**config.mk**
```make
export PLATFORM = sky130hd
export DESIGN_NAME = uart_cmd_parser
export DESIGN_NICKNAME = d
export VERILOG_FILES = /design/src/rtl/uart_cmd_pkg.sv /design/src/rtl/ascii_hex_decode.sv /design/src/rtl/uart_cmd_parser.sv
export SDC_FILE = /design/constraint.sdc
export NUM_CORES = 1
export LEC_CHECK = 0
export BUFFER_PORTS_ARGS = -buffer_cell sky130_fd_sc_hd__buf_2
export CORE_MARGIN = 2
export CORE_UTILIZATION = 35
export DETAILED_ROUTE_END_ITERATION = 16
export PLACE_DENSITY = 0.51
export SKIP_LAST_GASP = 1
export SLEW_MARGIN = 20
export SYNTH_ARGS = -nofsm -noshare
export SYNTH_HDL_FRONTEND = slang
export SYNTH_SLANG_ARGS = --single-unit
```
**constraint.sdc**
```tcl
create_clock -name i_Clk -period 2.4 [get_ports i_Clk]
set_input_delay 0.12 -clock i_Clk [delete_from_list [all_inputs] [get_ports i_Clk]]
set_output_delay 0.12 -clock i_Clk [all_outputs]
set_load 0.05 [all_outputs]
```
**src/rtl/uart_cmd_pkg.sv**
```systemverilog
// Shared constants and types for the UART command parser.
// Optional build macro used by the parser: CMD_TIMEOUT_EN.
package uart_cmd_pkg;

    // ASCII bytes recognised by the command grammar and sent as responses
    localparam logic [7:0] ASCII_CR   = 8'h0D;
    localparam logic [7:0] ASCII_LF   = 8'h0A;
    localparam logic [7:0] ASCII_P    = 8'h50;
    localparam logic [7:0] ASCII_P_LC = 8'h70;
    localparam logic [7:0] ASCII_D    = 8'h44;
    localparam logic [7:0] ASCII_D_LC = 8'h64;
    localparam logic [7:0] ASCII_K    = 8'h4B;
    localparam logic [7:0] ASCII_E    = 8'h45;

    // Parser FSM states
    typedef enum logic [2:0] {
        IDLE,
        HEX1,
        HEX2,
        WAIT_CR,
        DISCARD
    } state_t;

    // Command being assembled: pattern select or display byte
    typedef enum logic {
        PAT,
        DISP
    } cmd_t;

endpackage

```
**src/rtl/ascii_hex_decode.sv**
```systemverilog
// Combinational ASCII hex digit decoder: '0'-'9', 'A'-'F', 'a'-'f'
// map to a 4-bit value with o_Valid high; anything else gives o_Valid low.
module ascii_hex_decode (
    input  logic [7:0] i_Byte,
    output logic [3:0] o_Value,
    output logic       o_Valid
);

    // Digits carry their value in the low nibble; letters A-F/a-f have
    // low nibble 1..6, so adding 9 gives 10..15.
    always_comb begin
        o_Value = 4'd0;
        o_Valid = 1'b0;
        if (i_Byte >= 8'h30 && i_Byte <= 8'h39) begin
            o_Valid = 1'b1;
            o_Value = i_Byte[3:0];
        end else if ((i_Byte >= 8'h41 && i_Byte <= 8'h46) ||
                     (i_Byte >= 8'h61 && i_Byte <= 8'h66)) begin
            o_Valid = 1'b1;
            o_Value = i_Byte[3:0] + 4'd9;
        end
    end

endmodule

```
**src/rtl/uart_cmd_parser.sv**
```systemverilog
// UART command parser: accepts "P h CR" (pattern select) and "D h h CR"
// (display byte), commits on a complete command and answers 'K' or 'E'
// to the UART transmitter through a one-deep, latest-wins response slot.
// Optional build macro: CMD_TIMEOUT_EN adds an inter-byte timeout that
// abandons a partial command after CLKS_TIMEOUT-1 idle clocks with a nak.
//
// Handshake: o_TX_DV is a one-cycle strobe, asserted whenever a response
// is pending and i_TX_Active is low; o_TX_Byte is valid with the strobe
// and holds the last sent byte afterwards. Inputs are consumed only in
// cycles where i_RX_DV is high.
import uart_cmd_pkg::*;

module uart_cmd_parser #(
    parameter int CLKS_TIMEOUT = 25000000
) (
    input  logic       i_Clk,
    input  logic       i_Reset,
    input  logic       i_RX_DV,
    input  logic [7:0] i_RX_Byte,
    input  logic       i_TX_Active,
    output logic       o_TX_DV,
    output logic [7:0] o_TX_Byte,
    output logic [3:0] o_Pattern,
    output logic [7:0] o_Display_Byte,
    output logic       o_Update,
    output logic [7:0] o_Err_Count
);

    state_t     state;
    state_t     cur_state;
    cmd_t       cmd;
    logic [3:0] nib_hi;
    logic [3:0] nib_lo;
    logic [3:0] hex_value;
    logic       hex_valid;
    logic       is_cr;
    logic       timeout_hit;
    logic       ack_evt;
    logic       nak_evt;
    logic       pend_valid;
    logic [7:0] pend_byte;
    logic [7:0] sent_byte;

    ascii_hex_decode u_hex (
        .i_Byte  (i_RX_Byte),
        .o_Value (hex_value),
        .o_Valid (hex_valid)
    );

`ifdef CMD_TIMEOUT_EN
    localparam int TO_W = (CLKS_TIMEOUT > 2) ? $clog2(CLKS_TIMEOUT) : 1;
    localparam logic [TO_W-1:0] TO_LAST = TO_W'(CLKS_TIMEOUT - 1);

    logic [TO_W-1:0] idle_cnt;

    // Count idle clocks while a command is partially received
    always_ff @(posedge i_Clk or posedge i_Reset) begin
        if (i_Reset) begin
            idle_cnt <= '0;
        end else if (i_RX_DV || state == IDLE || timeout_hit) begin
            idle_cnt <= '0;
        end else begin
            idle_cnt <= idle_cnt + TO_W'(1);
        end
    end

    assign timeout_hit = (state != IDLE) && (idle_cnt == TO_LAST);
`else
    assign timeout_hit = 1'b0;
`endif

    // A timeout returns the parser to IDLE in the same cycle, so a byte
    // strobed then is interpreted as the start of a fresh command.
    assign cur_state = timeout_hit ? IDLE : state;
    assign is_cr     = (i_RX_Byte == ASCII_CR);

    // Response events: ack on a completed command, nak on CR in a partial
    // or discarded command, or on timeout.
    always_comb begin
        ack_evt = i_RX_DV && is_cr && (cur_state == WAIT_CR);
        nak_evt = timeout_hit ||
                  (i_RX_DV && is_cr && (cur_state inside {HEX1, HEX2, DISCARD}));
    end

    // Send the pending response as soon as the transmitter is free
    assign o_TX_DV   = pend_valid && !i_TX_Active;
    assign o_TX_Byte = o_TX_DV ? pend_byte : sent_byte;

    // Parser FSM, committed registers, response slot and error counter
    always_ff @(posedge i_Clk or posedge i_Reset) begin
        if (i_Reset) begin
            state          <= IDLE;
            cmd            <= PAT;
            nib_hi         <= 4'd0;
            nib_lo         <= 4'd0;
            o_Pattern      <= 4'd0;
            o_Display_Byte <= 8'd0;
            o_Update       <= 1'b0;
            o_Err_Count    <= 8'd0;
            pend_valid     <= 1'b0;
            pend_byte      <= 8'd0;
            sent_byte      <= 8'd0;
        end else begin
            o_Update <= 1'b0;

            if (timeout_hit) begin
                state <= IDLE;
            end

            if (i_RX_DV) begin
                case (cur_state)
                    IDLE: begin
                        if (i_RX_Byte == ASCII_P || i_RX_Byte == ASCII_P_LC) begin
                            state <= HEX1;
                            cmd   <= PAT;
                        end else if (i_RX_Byte == ASCII_D || i_RX_Byte == ASCII_D_LC) begin
                            state <= HEX1;
                            cmd   <= DISP;
                        end else if (is_cr || i_RX_Byte == ASCII_LF) begin
                            state <= IDLE;
                        end else begin
                            state <= DISCARD;
                        end
                    end
                    HEX1: begin
                        if (hex_valid) begin
                            nib_hi <= hex_value;
                            state  <= (cmd == PAT) ? WAIT_CR : HEX2;
                        end else if (is_cr) begin
                            state <= IDLE;
                        end else begin
                            state <= DISCARD;
                        end
                    end
                    HEX2: begin
                        if (hex_valid) begin
                            nib_lo <= hex_value;
                            state  <= WAIT_CR;
                        end else if (is_cr) begin
                            state <= IDLE;
                        end else begin
                            state <= DISCARD;
                        end
                    end
                    WAIT_CR: begin
                        if (is_cr) begin
                            state    <= IDLE;
                            o_Update <= 1'b1;
                            if (cmd == PAT) begin
                                o_Pattern <= nib_hi;
                            end else begin
                                o_Display_Byte <= {nib_hi, nib_lo};
                            end
                        end else begin
                            state <= DISCARD;
                        end
                    end
                    DISCARD: begin
                        if (is_cr) begin
                            state <= IDLE;
                        end
                    end
                    default: state <= IDLE;
                endcase
            end

            // Sending empties the slot; a new response in the same cycle
            // refills it (later assignment wins), and a new response while
            // still full simply replaces the older one.
            if (o_TX_DV) begin
                pend_valid <= 1'b0;
                sent_byte  <= pend_byte;
            end
            if (ack_evt || nak_evt) begin
                pend_valid <= 1'b1;
                pend_byte  <= ack_evt ? ASCII_K : ASCII_E;
            end

            if (nak_evt && o_Err_Count != 8'hFF) begin
                o_Err_Count <= o_Err_Count + 8'd1;
            end
        end
    end

endmodule
```
After elaboration in Yosys (flattened, before gate mapping)
Cells that the tools add are included.
{"block": "totals", "regBits": 50, "inputBits": 12, "out_inout_bits": 30, "word_cells": 78}
{"block": "op_classes", "n_addsub": 2, "n_lt_le_gt_ge": 6, "eq_ne": 12, "muxes": 22, "bitwise": 1, "reduce_logical": 24}
{"op": "8-bit by 7-bit == test with 1-bit output (second input constant)", "count": 4}
{"op": "3-bit 2-to-1 mux", "count": 7}
{"op": "8-bit by 4-bit == test with 1-bit output (second input constant)", "count": 2}
{"op": "8-bit by 7-bit >= comparator with 1-bit output (second input constant)", "count": 2}
{"op": "8-bit by 7-bit <= comparator with 1-bit output (second input constant)", "count": 2}
{"op": "3-bit case mux with 5 select lines", "count": 1}
{"op": "4-bit 2-to-1 mux", "count": 3}
{"op": "1-bit 2-to-1 mux", "count": 10}
{"op": "3-bit AND reduction", "count": 3}
{"op": "8-bit by 1-bit adder with 8-bit output (second input constant)", "count": 1}
{"op": "8-bit by 6-bit >= comparator with 1-bit output (second input constant)", "count": 1}
{"op": "8-bit by 6-bit <= comparator with 1-bit output (second input constant)", "count": 1}
{"op": "1-bit logical AND", "count": 8}
{"op": "8-bit 2-to-1 mux", "count": 1}
{"op": "8-bit inequality test (second input constant)", "count": 1}
{"op": "4-bit AND reduction", "count": 2}
{"op": "3-bit by 2-bit == test with 1-bit output (second input constant)", "count": 2}
{"op": "1-bit logical OR", "count": 5}
{"op": "4-bit adder (second input constant)", "count": 1}
{"op": "2-bit nonzero test", "count": 2}
{"op": "3-bit by 1-bit == test with 1-bit output (second input constant)", "count": 1}
{"op": "3-bit == test (second input constant)", "count": 1}
{"op": "3-bit zero test", "count": 1}
{"op": "3-bit nonzero test", "count": 1}
{"op": "other kinds (4)", "count": 4}

Logic depth before layout (Yosys ltp)
Gate-level depths: netlist (run 1).
{"block": "depth", "depth_word": 7, "depth_mapped": 7, "mapped_depth_nobuf": 7}

By module
From an unflattened synthesis (run 1), not the netlist that was laid out.
{"block": "hier_totals", "hier_cells": 186, "hier_area_um2": 2178.3}
{"module": "uart_cmd_parser", "instances": 1, "cells_per_inst": 161, "area_each_um2": 1974.4, "seq_area_each_um2": 1126.1}
{"module": "ascii_hex_decode", "instances": 1, "cells_per_inst": 25, "area_each_um2": 203.9, "seq_area_each_um2": 0.0}

Least setup slack after synthesis (run 1)
OpenSTA, ideal clock, no wires.
{"block": "synth_path", "kind": "register to register", "startpoint": "reg pend_valid", "endpoint": "reg sent_byte[2]", "setup_time_ns": 0.249, "arrival_time_ns": 1.692, "required_time_ns": 2.151, "path_slack_ns": 0.459, "path_stages_with_launch": 4, "n_path_buf": 1, "period_less_slack_ns": 1.941, "path_cell_list": "dfrtp_1 -> nand2b_1 -> clkbuf_1 -> o21ai_0"}
{"block": "synth_via", "elab_chain_len": 2}
{"item": "from (decl)", "line": "uart_cmd_parser.sv:40", "text": "logic pend_valid;"}
{"item": "from (signal assigned)", "line": "uart_cmd_parser.sv:100", "text": "pend_valid <= 1'b0;"}
{"item": "from (signal assigned)", "line": "uart_cmd_parser.sv:171", "text": "pend_valid <= 1'b0;"}
{"item": "from (signal assigned)", "line": "uart_cmd_parser.sv:175", "text": "pend_valid <= 1'b1;"}
{"item": "1-bit logical AND", "line": "uart_cmd_parser.sv:86", "text": "assign o_TX_DV = pend_valid && !i_TX_Active;"}
{"item": "8-bit 2-to-1 mux"}
{"item": "net o_TX_Byte[2]", "line": "uart_cmd_parser.sv:22", "text": "output logic [7:0] o_TX_Byte,"}
{"item": "to (signal assigned)", "line": "uart_cmd_parser.sv:172", "text": "sent_byte <= pend_byte;"}
{"item": "to (decl)", "line": "uart_cmd_parser.sv:42", "text": "logic [7:0] sent_byte;"}
The timed path passes the listed nets, and every way through them passes these cells.
A chain may end at the register's enable or synchronous reset.

Worst setup path in the final report (run 1)
{"block": "layout_path", "startpoint": "reg state[1] (netlist: cur_state[1])", "endpoint": "reg o_Err_Count[1]"}
{"block": "layout_via", "elab_chain_len": 4, "elab_cells_between_ends": 6, "cone_classes": "eq/ne (3); reduce/logical (3)"}
{"item": "from (decl)", "line": "uart_cmd_parser.sv:29", "text": "state_t state;"}
{"item": "from (signal assigned)", "line": "uart_cmd_parser.sv:128", "text": "state <= (cmd == PAT) ? WAIT_CR : HEX2;"}
{"item": "3-bit by 1-bit == test with 1-bit output (tied with other cells)", "line": "uart_cmd_parser.sv:82", "text": "(i_RX_DV && is_cr && (cur_state inside {HEX1, HEX2, DISCARD}));"}
{"item": "3-bit nonzero test *", "line": "uart_cmd_parser.sv:82"}
{"item": "1-bit logical AND *", "line": "uart_cmd_parser.sv:82"}
{"item": "1-bit logical AND *", "line": "uart_cmd_parser.sv:179", "text": "if (nak_evt && o_Err_Count != 8'hFF) begin"}
{"item": "to (signal assigned)", "line": "uart_cmd_parser.sv:180", "text": "o_Err_Count <= o_Err_Count + 8'd1;"}
{"item": "to (decl)", "line": "uart_cmd_parser.sv:26", "text": "output logic [7:0] o_Err_Count"}
Every way passes the cells marked *; elsewhere a longest branch is shown, timed or not.

==> reports/metrics.yaml, run 1 <==
run_status:
  status: "completed"
global_route:
  track_usage_pct: 12.93
  grt_pass1_vias: 1529
  grt_max_degree: 46
  antenna_found_initial: 0
  grt-ovfl-total: 0
  grt_pass1_wl_mm: 7.493
sta:
  period_share_pct: 77.25
  setup_tns_ps: 0
  rsz0062_at_grt: "false"
  fin_crit_ps: 1854
  skew_ps: 8.399
  finalHoldViolations: 0
  slew_violations: 0
  max_freq_mhz: 539.3
  setup_viol: 0
  max_slew_margin_pct: 37.31
  max_slew.worst_pin.slew_ps: 938.9
power_and_ir_drop:
  seqPwrFrac_pct: 54.8
  clkPwrFrac_pct: 29.7
  switchingPower_w: 0.0004496
  combPwrFrac_pct: 15.6
  p_per_area_mw_per_mm2: 595.8
  peakVddDrop_uv: 268.4
  switching_share_pct: 28.31
  intPower_w: 0.001138
  leakage_nw: 1.424
clock_network:
  cts-buffers-inserted: 5
  numClockSinks: 45
  clk_pin_slew_worst_paths_ps: 80
  htreeDepth: 2
  cts_setup_buffers: 0
  cts_tree: "built"
  cts_max_path_buffers: 2
  cts_resized: 0
  root_buffer: "clkbuf_8"
  ctsHoldBuffers: 0
  clk_latency_ps: 290
detailed_routing:
  detailedRoute.firstIterationViolations: 61
  via_per_inst: 5.088
  wire_per_inst_um: 13.42
  drc: 0
  first_pass_iters: 4
  final_antenna_net_count: 0
  totalWireLength_mm: 4.429
  vias: 1679
yosys:
  ys_types: 48
  synth_edf_count: 0
  synth_top_area_share_pct: 48.89
  synth_top_area_cell: "dfrtp_1"
  synth_xor_area_share_pct: 3.422
  syn_inst: 213
  postSynth.asyncResetShare_pct: 100.0
  synth_top_family_by_area: "simple AND/OR/NAND/NOR gates"
  synth-compound-area-share_pct: 13.58
  syn-num-nets: 230
  synth_commonest_cells: "45 x dfrtp_1, 19 x nand2_1, 17 x mux2_2, 14 x inv_1, 11 x nor2_1"
  netlist_area_mm2: 0.002303
  synth-seq-cells: 45
  synth_area_leaders: "dfrtp_1 49%, mux2_2 8.3%, xor2_1 3.4%, nand2_1 3.1%, ha_1 2.7%"
  synthAdderAreaFrac_pct: 2.716
  synth.avg_cell_area_um2: 10.81
  synth_flop_cell: "dfrtp_1"
  ys_seq_area_share_pct: 48.89
  yosys_warnings: 0
  synth.most_common_cell: "dfrtp_1"
  synthMuxAreaShare_pct: 9.180
  yosys.area_share.simple_pct: 18.31
setup_path:
  critPathArrivalTime_ps: 2030
  worstSetupPathType: "flip-flop to flip-flop"
  critPathMaxFanout: 15
  reg2regPathDepth: 4
  reg2reg_slack_ps: 550
  cp.required_ps: 2580
  timing.rr.start: "cur_state[1]"
  crit_path_end_kind: "flip-flop"
  startpoint_type: "flip-flop"
  rr_endpoint: "o_Err_Count[1]"
floorplanning:
  die_area_mm2: 0.007246
  fp.dieH_um: 85.13
  core_mm2: 0.006350
  die_w_um: 85.13
  io_pins: 42
  num_rows: 29
  start_util_pct: 36.28
final_layout:
  drive_gt1_share_pct: 30.83
  fin_util_pct: 41.97
  antennaDiodeCount: 0
  syn_to_final_growth_pct: 15.70
  fin_nets: 270
place:
  dp.final_hpwl_mm: 3.240
  gp_congestion: 0.7786
  portBuffers: 41
min_path:
  hold_path.class: "input port to async pin"
flow_run:
  cap_violations: 0
## sequential cells by signal, indices dropped and copies added (netlist names), 3 cells and up
register and count:
cur_state 3, o_Display_Byte 8, nib_lo 4, pend_byte 3, o_Err_Count 8, nib_hi 4
sent_byte 8, o_Pattern 4
## placed cells by master, fill, tap and decap left out, types with 3 or more instances in the layout
cell,count
a21oi_1,6
buf_2,41
clkbuf_8,6
o21ai_0,7
xor2_1,9
nor2_1,11
ha_1,5
a21o_1,3
nand4bb_1,3
nand2_1,19
o2bb2ai_1,4
nor3_1,3
and2_1,3
a31oi_1,4
mux2_2,17
inv_1,13
nand4_1,4
dfrtp_1,45
nand3_1,9
## power groups by stage
stage	clock [W]	combinational, W	sequential [W]
2_1_floorplan	0	0.000233	0.000844
6_report	0.000471	0.000247	0.000870
3_3_place_gp	0	0.000252	0.000887
5_1_grt	0.000523	0.000279	0.000883
4_1_cts	0.000493	0.000250	0.000871
3_5_place_dp	0	0.000248	0.000887
## critical path, stage by stage (launching register included)
cell and delay (ps):
dfrtp_1 530, o21ai_0 350, o2111ai_4 260, nor2_1 240
mux2_2 350
## cells by family (layout without fill, tap and decap cells)
kind of cell,Yosys count,count (layout)
AO/OA/AOI/OAI,41,41
XOR/XNOR,9,9
buffers and inverters,23,63
multiplexers,19,19
AND/OR/NAND/NOR,71,71
adder cells (fa/ha/maj),5,5
flip-flops,45,45
## area by class of cell
| cell class | count | area (um^2) |
|---|---|---|
| flip-flops and latches | 45 | 1126 |
| clock buffers | 6 | 82.58 |
| multi-input cells | 145 | 1087 |
| well taps | 77 | 96.34 |
| fillers | 607 | 3685 |
| repair buffers | 42 | 212.7 |
| inverters | 14 | 52.55 |
| clock inverters | 1 | 7.507 |
## worst max path at each step
| stage | startpoint | end | slack [ps] | cells past startpoint |
|---|---|---|---|---|
| CTS | cur_state[1] | o_Err_Count[1] | 530 | 4 |
| finish | cur_state[1] | o_Err_Count[1] | 550 | 4 |
| global placement | i_RX_Byte[1] | o_Pattern[3] | 500 | 7 |
| global route | cur_state[1] | o_Err_Count[1] | 430 | 4 |
| floorplan | pend_valid | sent_byte[2] | 460 | 3 |
| detailed placement | i_RX_Byte[1] | o_Pattern[0] | 450 | 7 |
## metrics by stage
step                instance area, um^2  setup slack [ps]  hold WS (ps)  power (W)  instances
floorplan                          2303             459.3         240.5   0.001077        213
global route                       2665             432.8         49.75   0.001685        330
CTS                                2665             529.1         33.81   0.001614        330
detailed placement                 2575             446.3         343.2   0.001135        323
finish                             2665             545.9         29.65   0.001588        330
global placement                   2575             500.1         344.9   0.001139        323
## metal layers
metal | global-route usage [%] | up-vias | routed length, um
li1 | - | 845 | -
met1 | 18.94 | 790 | 2224
met2 | 18.32 | 38 | 1929
met3 | 3.016 | 6 | 197
met4 | 5.339 | 0 | 77
met5 | 0 | - | 0
Note: power is estimated with default switching activity, not from simulation.
==> run 2: changes to the inputs <==
==> constraint.sdc (replaced) <==
create_clock -name i_Clk -period 1.9 [get_ports i_Clk]
set_input_delay 0.095 -clock i_Clk [delete_from_list [all_inputs] [get_ports i_Clk]]
set_output_delay 0.095 -clock i_Clk [all_outputs]
set_load 0.05 [all_outputs]
==> run 2 against run 1 <==
Compared with the run above:
- power rose by 35%
- via count grew 2.7%
- critical path depth increased by 1
- combinational power rose by 60%
- routed wire length increased by 7.4%
- critical path type unchanged
- critical endpoint unchanged
==> reports/metrics.yaml, run 2 (synthesized netlist as in run 1, its figures left out) <==
run_status:
  status: "completed"
min_path:
  hold_path.class: "input port to flip-flop"
  hold_start: "i_TX_Active"
  holdPathEnd: "pend_valid"
  whs_path_depth: 2
detailed_routing:
  vias: 1725
  detailedRoute.firstIterationViolations: 63
  totalWireLength_mm: 4.755
  wire_per_inst_um: 13.78
  final_antenna_net_count: 0
  drc: 0
  first_pass_iters: 4
  via_per_inst: 5.000
global_route:
  grt_pass1_wl_mm: 8.190
  grt_pass1_vias: 1699
  antenna_found_initial: 0
  grt_max_degree: 20
  grt-ovfl-total: 0
  track_usage_pct: 14.16
place:
  gp_congestion: 0.7975
  portBuffers: 41
  dp.final_hpwl_mm: 3.628
  place_ws_ps: 78.13
setup_path:
  cp.required_ps: 2090
  timing.rr.start: "o_Err_Count[0]"
  crit_path_end_kind: "flip-flop"
  rr_endpoint: "o_Err_Count[1]"
  critPathMaxFanout: 7
  startpoint_type: "flip-flop"
  reg2reg_slack_ps: 220
  critPathArrivalTime_ps: 1860
  reg2regPathDepth: 5
  worstSetupPathType: "flip-flop to flip-flop"
clock_network:
  cts_max_path_buffers: 2
  clk_pin_slew_worst_paths_ps: 80
  clk_latency_ps: 290
  root_buffer: "clkbuf_8"
  cts-buffers-inserted: 5
  numClockSinks: 45
  htreeDepth: 2
  cts_tree: "built"
power_and_ir_drop:
  p_per_area_mw_per_mm2: 768.4
  switching_share_pct: 26.96
  clkPwrFrac_pct: 32.0
  seqPwrFrac_pct: 49.6
  peakVddDrop_uv: 529.0
  intPower_w: 0.001568
  leakage_nw: 1.510
  switchingPower_w: 0.0005788
  combPwrFrac_pct: 18.4
sta:
  skew_ps: 6.862
  max_slew.worst_pin.slew_ps: 465.1
  rsz0062_at_grt: "false"
  max_freq_mhz: 597.0
  setup_viol: 0
  layout_setup_ws_ps: 224.9
  slew_violations: 0
  period_share_pct: 88.16
  finalHoldViolations: 0
  max_slew_margin_pct: 68.88
  fin_crit_ps: 1675
  setup_tns_ps: 0
floorplanning:
  start_util_pct: 36.28
  io_pins: 42
  die_area_mm2: 0.007246
  die_w_um: 85.13
  num_rows: 29
  fp.dieH_um: 85.13
  core_mm2: 0.006350
final_layout:
  drive_gt1_share_pct: 34.33
  fin_nets: 285
  final_cell_mix: "45 x dfrtp_1, 41 x buf_2, 19 x nand2_1, 17 x mux2_2, 15 x buf_4"
  n_fill_cell: 620
  reg_top3: "o_Display_Byte (8), o_Err_Count (8), sent_byte (8)"
  layout_commonest_cell: "dfrtp_1"
  syn_to_final_growth_pct: 21.29
  antennaDiodeCount: 0
  fin_util_pct: 44.00
flow_run:
  cap_violations: 0
-- run 2: cell types whose count changed in the layout (fill, tap and decap cells not counted), sizes merged --
cell / before / now
buf: 42 / 56
bufinv: 0 / 1
clkbuf: 6 / 5
clkinv: 0 / 1
clkinvlp: 1 / 0
dlygate4sd3: 0 / 1
-- run 2: cell type report --
class                           count  area (um^2)  area share (%)
Clock buffer                        5        68.82           2.463
Clock inverter                      2        35.03           1.254
Inverter                           14        52.55           1.881
Multi-Input combinational cell    145         1087           38.92
Sequential cell                    45         1126           40.30
Tap cell                           77        96.34           3.448
Timing Repair Buffer               57        327.8           11.73
-- run 2: power by group through the flow --
stage          Clock [W]  Combinational [W]  Sequential [W]
2_1_floorplan          0           0.000295         0.00107
3_3_place_gp           0           0.000394         0.00108
3_5_place_dp           0           0.000394         0.00108
4_1_cts         0.000708           0.000397         0.00106
5_1_grt         0.000753           0.000440         0.00108
6_report        0.000687           0.000396         0.00106
-- run 2: metrics by stage --
step	hold WS (ps)	power, W	instance area [um^2]	instances
global placement	101.3	0.001478	2680	337
finish	20.04	0.002147	2794	345
global route	17.64	0.002269	2794	345
floorplan	215.5	0.001361	2303	213
detailed placement	104.9	0.001477	2680	337
CTS	15.57	0.002170	2794	345
-- run 2: worst max-delay path by stage --
stage / cells after the start / from / end / slack [ps]
after detailed placement: 8 / i_RX_Byte[1] / o_Display_Byte[0] / 80
after global placement: 8 / i_RX_Byte[1] / o_Display_Byte[7] / 150
after CTS: 5 / o_Err_Count[0] / o_Err_Count[1] / 220
final: 5 / o_Err_Count[0] / o_Err_Count[1] / 220
after floorplan: 5 / o_Err_Count[0] / o_Err_Count[1] / 50
after global routing: 5 / o_Err_Count[0] / o_Err_Count[1] / 60
-- run 2: per-layer routing --
layer,part of all wire [%],global-route usage [%],up-vias
met3,3.7,3.016,4
li1,-,-,871
met4,1.1,4.329,0
met1,51,20.76,817
met2,44,21.02,33
met5,0,0,-
-- run 2: critical path, stage by stage, from the launching register on --
cell and delay (ps):
dfrtp_1 450, ha_1 250, nand3_1 80, nor2_1 370, nor2_1 130, mux2_2 290
-- run 2: repair_timing --
item / 4_1_cts / 5_1_grt
hold buffers: 1 / 0
resized for setup: 0 / 0
hold endpoints to repair: 17 / 0
buffers inserted: 0 / 0
setup endpoints to repair: 0 / 0
==> run 3: changes to the inputs <==
==> constraint.sdc (replaced) <==
create_clock -name i_Clk -period 1.75 [get_ports i_Clk]
set_input_delay 0.0875 -clock i_Clk [delete_from_list [all_inputs] [get_ports i_Clk]]
set_output_delay 0.0875 -clock i_Clk [all_outputs]
set_load 0.05 [all_outputs]
==> run 3 against run 2 <==
Compared with the run above:
- register-to-register slack got worse by 80 ps
- setup slack got worse by 77 ps
- global-route usage rose by 0.076 points
- combinational power rose by 12%
- clock skew rose by 0.61 ps
- routed wire length rose by 2.5%
- design area rose by 4.6%
- maximum frequency rose by 4.6%
- power rose by 18%
- largest cell class unchanged
- largest power group unchanged
==> reports/metrics.yaml, run 3 (synthesized netlist as in run 1, its figures left out) <==
setup_path:
  critPathArrivalTime_ps: 1790
  crit_path_end_kind: "flip-flop"
  critPathMaxFanout: 8
  cp.required_ps: 1930
  startpoint_type: "flip-flop"
  worstSetupPathType: "flip-flop to flip-flop"
global_route:
  track_usage_pct: 14.24
  grt_pass1_wl_mm: 8.238
  antenna_found_initial: 0
  grt_max_degree: 30
  grt-ovfl-total: 0
  grt_pass1_vias: 1681
place:
  gp_congestion: 0.8406
  portBuffers: 41
  dp.final_hpwl_mm: 3.673
sta:
  period_share_pct: 91.55
  finalHoldViolations: 0
  slew_violations: 0
  setup_tns_ps: 0
  whs_ps: 14.00
  max_slew_margin_pct: 58.25
  fin_crit_ps: 1602
  skew_ps: 7.474
  rsz0062_at_grt: "false"
  max_slew.worst_pin.slew_ps: 622.3
  setup_viol: 0
  max_freq_mhz: 624.2
clock_network:
  numClockSinks: 45
  cts_max_path_buffers: 2
  clk_pin_slew_worst_paths_ps: 80
  htreeDepth: 2
  cts_tree: "built"
  cts-buffers-inserted: 5
  clk_latency_ps: 300
  root_buffer: "clkbuf_8"
power_and_ir_drop:
  p_per_area_mw_per_mm2: 863.9
  leakage_nw: 1.565
  combPwrFrac_pct: 17.6
  intPower_w: 0.001879
  switching_share_pct: 25.55
  switchingPower_w: 0.0006449
  peakVddDrop_uv: 508.7
  clkPwrFrac_pct: 36.0
  seqPwrFrac_pct: 46.3
min_path:
  hold_path.class: "input port to flip-flop"
detailed_routing:
  drc: 0
  wire_per_inst_um: 13.73
  totalWireLength_mm: 4.873
  final_antenna_net_count: 0
  detailedRoute.firstIterationViolations: 39
  first_pass_iters: 4
  vias: 1774
  via_per_inst: 4.997
final_layout:
  syn_to_final_growth_pct: 26.83
  layout_commonest_cell: "buf_2"
  fin_nets: 294
  seq_area_mm2: 0.001132
  drive_gt1_share_pct: 39.21
  reg_top3: "o_Display_Byte (8), o_Err_Count (8), sent_byte (8)"
  multi_input_area_mm2: 0.001099
  n_fill_cell: 596
  final_cell_mix: "41 x buf_2, 40 x dfrtp_1, 23 x buf_4, 19 x nand2_1, 17 x mux2_2"
  fin_util_pct: 46.01
  antennaDiodeCount: 0
floorplanning:
  io_pins: 42
  start_util_pct: 36.28
  num_rows: 29
  fp.dieH_um: 85.13
  die_area_mm2: 0.007246
  core_mm2: 0.006350
  die_w_um: 85.13
run_status:
  status: "completed"
flow_run:
  cap_violations: 0
-- run 3: routing by layer --
layer	track usage (%)	vias up	routed length, um
met2	21.59	47	2223
met4	4.762	0	76
li1	-	891	-
met3	3.696	7	248
met1	19.89	829	2323
met5	0	-	0
-- run 3: worst paths after layout --
kind,from,to,slack [ps],depth (start not counted)
max,cur_state[0],nib_lo[2],150,4
min,i_TX_Active,pend_valid,10,2
max reg2reg,cur_state[0],nib_lo[2],150,4
min reg2reg,sent_byte[5],sent_byte[5],480,1
max in group asynchronous,i_Reset,cur_state[0],900,4
min in group asynchronous,i_Reset,nib_lo[1],340,3
-- run 3: critical path: stages (launching register included) --
cell       delay [ps]
dfrtp_2           480
buf_4             170
nand4bb_1         280
a21oi_2           210
mux2_2            350
-- run 3: cell type report --
type	count	area share (%)
timing repair buffer	66	13.96
multi-input combinational	145	37.60
tap	77	3.298
inverter	14	1.799
sequential	45	38.76
clock inverter	3	2.227
clock buffer	5	2.355
-- run 3: what timing repair did --
| action | CTS | global route |
|---|---|---|
| setup endpoints to repair | 0 | 4 |
| setup buffers | 0 | 0 |
| hold buffers | 1 | 0 |
| gates resized for setup | 0 | 4 |
| endpoints found under the hold margin | 16 | 0 |
-- run 3: per-stage QoR --
step | power (W) | worst slack (ps) | instances | cell area (um^2)
4_1_cts | 0.002551 | 104.3 | 355 | 2912
3_5_place_dp | 0.001632 | 50.38 | 346 | 2768
6_report | 0.002524 | 147.9 | 355 | 2922
3_3_place_gp | 0.001633 | 61.50 | 346 | 2768
5_1_grt | 0.002666 | 50.94 | 355 | 2922
2_1_floorplan | 0.001479 | -5.326 | 213 | 2311
-- run 3: power groups by stage --
stage	logic [W]	clock network (W)	registers [W]
3_5_place_dp	0.000445	0	0.00119
2_1_floorplan	0.000321	0	0.00116
3_3_place_gp	0.000447	0	0.00119
6_report	0.000445	0.000909	0.00117
5_1_grt	0.000499	0.000984	0.00118
4_1_cts	0.000448	0.000936	0.00117
